File: src/rtl/wb_host_pkg.sv
// wb_host shared definitions.
// Arbiter state encoding and master indices.
package wb_host_pkg;

    localparam logic [1:0] ST_IDLE = 2'd0;
    localparam logic [1:0] ST_GNT0 = 2'd1;
    localparam logic [1:0] ST_GNT1 = 2'd2;

    localparam logic MSTR_CARAVEL = 1'b0;
    localparam logic MSTR_UART    = 1'b1;

endpackage

File: src/rtl/wb_arb_rr2.sv
// Two-way round-robin grant.
// The master that did not win last time has priority on a tie.
module wb_arb_rr2
    import wb_host_pkg::*;
(
    input  logic [1:0] req,
    input  logic       last,
    output logic [1:0] grant
);

    // One-hot pick; a lone requester always wins.
    always_comb begin
        grant = 2'b00;
        if (req[0] && (!req[1] || last == MSTR_UART))
            grant = 2'b01;
        else if (req[1])
            grant = 2'b10;
    end

endmodule

File: src/rtl/wb_host_arb.sv
// Two-master Wishbone arbiter with per-transaction timeout.
// Master 0 is Caravel management, master 1 is the UART bridge.
module wb_host_arb
    import wb_host_pkg::*;
#(
    parameter int AW        = 32,
    parameter int DW        = 32,
    parameter int TO_CYCLES = 1023,
    parameter int TOW       = 10
)
(
    input  logic            mclk,
    input  logic            reset,

    input  logic            m0_cyc,
    input  logic            m0_stb,
    input  logic            m0_we,
    input  logic [AW-1:0]   m0_adr,
    input  logic [DW-1:0]   m0_wdat,
    input  logic [DW/8-1:0] m0_sel,
    output logic [DW-1:0]   m0_rdat,
    output logic            m0_ack,
    output logic            m0_err,

    input  logic            m1_cyc,
    input  logic            m1_stb,
    input  logic            m1_we,
    input  logic [AW-1:0]   m1_adr,
    input  logic [DW-1:0]   m1_wdat,
    input  logic [DW/8-1:0] m1_sel,
    output logic [DW-1:0]   m1_rdat,
    output logic            m1_ack,
    output logic            m1_err,

    output logic            s_cyc,
    output logic            s_stb,
    output logic            s_we,
    output logic [AW-1:0]   s_adr,
    output logic [DW-1:0]   s_wdat,
    output logic [DW/8-1:0] s_sel,
    input  logic [DW-1:0]   s_rdat,
    input  logic            s_ack,
    input  logic            s_err,

    output logic [1:0]      gnt,
    output logic            to_flag,
    input  logic            to_clr,
    output logic            to_mstr
);

    localparam logic [TOW-1:0] TO_LAST = TOW'(TO_CYCLES - 1);

    logic [1:0]     state;
    logic           last;
    logic [TOW-1:0] cnt;
    logic [1:0]     req;
    logic [1:0]     win;
    logic           g0;
    logic           g1;
    logic           term;
    logic           act_cyc;
    logic           timeout;

    assign req = {m1_cyc & m1_stb, m0_cyc & m0_stb};

    wb_arb_rr2 u_arb (
        .req   (req),
        .last  (last),
        .grant (win)
    );

    // Decode grant, termination and the timeout cycle.
    always_comb begin
        g0      = (state == ST_GNT0);
        g1      = (state == ST_GNT1);
        term    = s_ack | s_err;
        act_cyc = g1 ? m1_cyc : m0_cyc;
        timeout = (g0 | g1) & ~term & (cnt == TO_LAST);
    end

    // Route the granted master to the slave; cut it off on timeout.
    always_comb begin
        s_cyc  = 1'b0;
        s_stb  = 1'b0;
        s_we   = 1'b0;
        s_adr  = '0;
        s_wdat = '0;
        s_sel  = '0;
        if (g0) begin
            s_cyc  = m0_cyc;
            s_stb  = m0_stb;
            s_we   = m0_we;
            s_adr  = m0_adr;
            s_wdat = m0_wdat;
            s_sel  = m0_sel;
        end else if (g1) begin
            s_cyc  = m1_cyc;
            s_stb  = m1_stb;
            s_we   = m1_we;
            s_adr  = m1_adr;
            s_wdat = m1_wdat;
            s_sel  = m1_sel;
        end
        if (timeout) begin
            s_cyc = 1'b0;
            s_stb = 1'b0;
        end
    end

    // Return path; only the granted master sees the slave.
    always_comb begin
        m0_ack  = g0 & s_ack;
        m0_err  = g0 & (s_err | timeout);
        m0_rdat = g0 ? s_rdat : '0;
        m1_ack  = g1 & s_ack;
        m1_err  = g1 & (s_err | timeout);
        m1_rdat = g1 ? s_rdat : '0;
        gnt     = {g1, g0};
    end

    // Grant FSM with a forced idle cycle between transactions.
    always_ff @(posedge mclk or posedge reset) begin
        if (reset) begin
            state <= ST_IDLE;
            last  <= MSTR_UART;
            cnt   <= '0;
        end else begin
            case (state)
                ST_IDLE: begin
                    cnt <= '0;
                    if (win[0]) begin
                        state <= ST_GNT0;
                        last  <= MSTR_CARAVEL;
                    end else if (win[1]) begin
                        state <= ST_GNT1;
                        last  <= MSTR_UART;
                    end
                end
                ST_GNT0, ST_GNT1: begin
                    cnt <= cnt + TOW'(1);
                    if (term || !act_cyc || timeout)
                        state <= ST_IDLE;
                end
                default: state <= ST_IDLE;
            endcase
        end
    end

    // Sticky timeout status; a new timeout beats a clear.
    always_ff @(posedge mclk or posedge reset) begin
        if (reset) begin
            to_flag <= 1'b0;
            to_mstr <= MSTR_CARAVEL;
        end else if (timeout) begin
            to_flag <= 1'b1;
            to_mstr <= g1 ? MSTR_UART : MSTR_CARAVEL;
        end else if (to_clr) begin
            to_flag <= 1'b0;
        end
    end

endmodule

File: config.mk
export PLATFORM = sky130hd
export DESIGN_NAME = wb_host_arb
export DESIGN_NICKNAME = d
export VERILOG_FILES = /design/src/rtl/wb_host_pkg.sv /design/src/rtl/wb_arb_rr2.sv /design/src/rtl/wb_host_arb.sv
export SDC_FILE = /design/constraint.sdc
export NUM_CORES = 1
export LEC_CHECK = 0
export BUFFER_PORTS_ARGS = -buffer_cell sky130_fd_sc_hd__buf_2
export CORE_AREA = 4 4 122 124
export CTS_BUF_LIST = sky130_fd_sc_hd__clkbuf_16
export DETAILED_ROUTE_END_ITERATION = 8
export DIE_AREA = 0 0 126 128
export PLACE_DENSITY = 0.5
export SYNTH_ARGS = -nofsm -noshare
export SYNTH_HDL_FRONTEND = slang
export SYNTH_HIERARCHICAL = 1
export SYNTH_SLANG_ARGS = --single-unit
File: constraint.sdc
create_clock -name mclk -period 2.61 [get_ports mclk]
set_clock_uncertainty 0.15 [all_clocks]
set_input_delay 0.261 -clock mclk [delete_from_list [all_inputs] [get_ports mclk]]
set_output_delay 0.261 -clock mclk [all_outputs]
set_load 0.05 [all_outputs]
==> results_dict.tcl <==
set metrics [dict create \
    critPathKind "reg2out" \
    grt_pass1_wl_mm 17.62 \
    cpMaxStageDelayCell "dfrtp_1" \
    seqPwrFrac 0.050 \
    place_congestion 0.9441 \
    avgViaCountPerCell 4.272 \
    portBuffers 321 \
    cts_sinks 15 \
    p_sw_frac 0.6660 \
    maxSlewViolCount 0 \
    grt_remaining_overflow 0 \
    routed_wl_mm 12.82 \
    rows 43 \
    cts_buffers 3 \
    setup_viol 0 \
    diodes 0 \
    syn_nets 447 \
    max_stage_delay_ps 380 \
    drtPass1Iterations 5 \
    path_cells "buf_4 -> ha_2 -> nor2b_4 -> buf_4 -> a22o_1 -> buf_2" \
    clk_latency_ps 250 \
    p_comb_frac 0.902 \
    critPathBufInv 3 \
    regArea_um2 376.6 \
    intPower_mw 2.092 \
    design_power_total_mw 6.263 \
    start_util 0.1480 \
    maxCapViolCount 0 \
    tns_ps 0 \
    synth_top_cells_by_area "a22o_1 29%, and2_1 21%, dfrtp_1 17%" \
    yosysTopAreaCell "a22o_1" \
    critPathTopFamily "buffers and inverters" \
    cts_tree "built" \
    power.density_nw_per_um2 1498 \
    fin_crit_ps 2487 \
    syn_area_um2 2038 \
    cts-root-buf "clkbuf_16" \
    crit_top_cell "buf_4" \
    avgSynthCellArea_um2 7.779 \
    die_h_um 128 \
    slew-limit-headroom 0.6056 \
    synth_top_area_frac 0.2922 \
    synth_top_family_by_area "compound AO/OA/AOI/OAI gates" \
    die_x_um 126 \
    final_cells 749 \
    worstPathMaxFanout 21 \
    drc_errors 0 \
    ys_types 36 \
    syn_to_final_growth_pct 105.2 \
    worstMarginPinSlew_ps 590.9 \
    hold_path.class "in2reg" \
    synth-simple-area-share 0.3247 \
    antenna_left 0 \
    antenna_found_initial 0 \
    synth_compound_area_frac 0.3616 \
    num_io_pins 322 \
    hold_viol_final 0 \
    multiInputGateArea_um2 1546 \
    cp.arrival_ps 2080 \
    switchingPower_mw 4.171 \
    core_um2 13770 \
    clk_pin_slew_ps 50 \
    syn_inst 262 \
    yosys_warnings 6 \
    muxShareOfSynthArea 0.007366 \
    drtIter0Drc 216 \
    ys_ff_latch 15 \
    wl_per_cell_um 17.11 \
    clockBufferDepth 2 \
    ys_seq_area_frac 0.1848 \
    cp.required_ps 2200 \
    grt_max_degree 109 \
    status "finished clean" \
    fin_crit_sh 0.9529 \
    rsz0062_at_grt "false" \
    leakagePower_nw 2.436 \
    synth_xor_area_frac 0.01719 \
    fmax_mhz 402.1 \
    synthAdderAreaFrac 0.03683 \
    grt.total_usage 0.1397 \
    place_hpwl_mm 10.93 \
    cp-start-kind "flip-flop" \
    vias 3200 \
    die_area_um2 16130 \
    vdd.ir_drop.worst_mv 0.4816 \
    nFillCells 1455 \
    grt_pass1_vias 2991 \
    h-tree-depth 1 \
    p_clk_frac 0.048 \
    placedCellCount 743 \
    crit_path_end_kind "output pin" \
    drive_gt1_frac 0.5940 \
    final_nets 755 \
]
## final timing paths
path,end,start,cells after the start,slack (ps)
max,s_adr[27],state[0]$_DFFE_PP0P_,6,120
min,to_flag$_DFFE_PP0P_,to_clr,3,130
max reg2reg,state[0]$_DFFE_PP0P_,state[1]$_DFFE_PP0P_,6,480
min reg2reg,to_flag$_DFFE_PP0P_,to_flag$_DFFE_PP0P_,1,340
max in group asynchronous,cnt[0]$_DFFE_PP0P_,reset,3,1440
min in group asynchronous,to_flag$_DFFE_PP0P_,reset,3,480
## kinds of logic (layout without fill, tap and decap cells)
family | Yosys count | after routing
buffers and inverters | 34 | 341
XOR/XNOR | 4 | 4
AND/OR/NAND/NOR | 111 | 111
flip-flops | 15 | 15
adder cells (fa/ha/maj) | 6 | 6
AO/OA/AOI/OAI | 91 | 91
multiplexers | 1 | 1
## what timing repair did
item,in CTS,in global routing
hold buffers,1,0
hold endpoints to repair,14,0
pin swaps,0,1
setup buffers,1,0
gates resized for setup,3,0
endpoints found under the setup margin,4,4
## layout make-up
cell class	instances	share of cell area
inverter	8	0.007181
tap	180	0.05386
clock buffer	3	0.01795
timing repair buffer	329	0.4602
multi-input combinational	213	0.3698
clock inverter	1	0.0008977
sequential	15	0.09007
## placed cells by master (no fill, tap or decap), drive strengths merged, types with 4 or more instances in the layout
master    n
nor2     10
buf     328
and2     68
dfrtp    14
nand2    11
o21ai     8
a21oi     5
ha        6
nor2b     4
inv       9
a22o     68
## per-stage QoR
stage	instance area [um2]	worst slack (ps)	hold slack, ps	utilization
4_1_cts	4182	25.22	126.2	0.3036
2_1_floorplan	2038	-117.6	11.76	-
5_1_grt	4182	5.160	148.8	0.3036
3_5_place_dp	4068	185.3	204.6	0.2953
3_3_place_gp	4068	220.2	206.6	0.2953
6_report	4182	123.0	125.8	0.3036
## layer usage
layer / global-route usage / routed length [um] / vias up
met5: 0 / 0 / -
met4: 0.02208 / 107 / 0
met3: 0.07375 / 1574 / 11
met2: 0.2078 / 5794 / 136
met1: 0.1832 / 5340 / 1495
li1: - / - / 1558
## registers in the layout (all words and copies together), names as in the netlist
register and flops:
state 2, last 1, to_mstr 1, to_flag 1, cnt 10
## power by group through the flow
| stage | registers [mW] | clock network, mW | logic (mW) |
|---|---|---|---|
| 5_1_grt | 0.321 | 0.321 | 5.91 |
| 3_5_place_dp | 0.323 | 0 | 5.61 |
| 2_1_floorplan | 0.311 | 0 | 3.99 |
| 3_3_place_gp | 0.317 | 0 | 5.59 |
| 4_1_cts | 0.315 | 0.305 | 5.69 |
| 6_report | 0.315 | 0.299 | 5.65 |
## worst reg2reg max path, cell delays in order, from the launching register on
cell,delay [ps]
dfrtp_1,380
inv_1,110
ha_4,300
or3b_4,390
a21o_1,180
or2_1,240
a32o_1,270
## cells in the mapped netlist
cell type and count:
a21boi_0 1, a21boi_1 1, a21o_1 3, a21oi_1 5, a22o_1 68, a22oi_1 2, a32o_1 1, and2_1 68
buf_2 2, buf_4 2, clkbuf_1 22, dfrtp_1 14, dfstp_2 1, ha_1 6, inv_1 8, mux2_4 1
nand2_1 11, nand2b_1 3, nand3_1 3, nand3b_1 1, nand4_1 1, nand4b_1 1, nor2_1 10, nor2b_1 4
nor3_1 1, nor4_1 2, nor4_4 1, o21ai_0 8, o22ai_1 1, o31ai_1 1, or2_1 1, or2b_1 1
or3_1 2, or3b_4 1, xnor2_1 3, xor2_1 1
(Power assumes the default switching activity.)
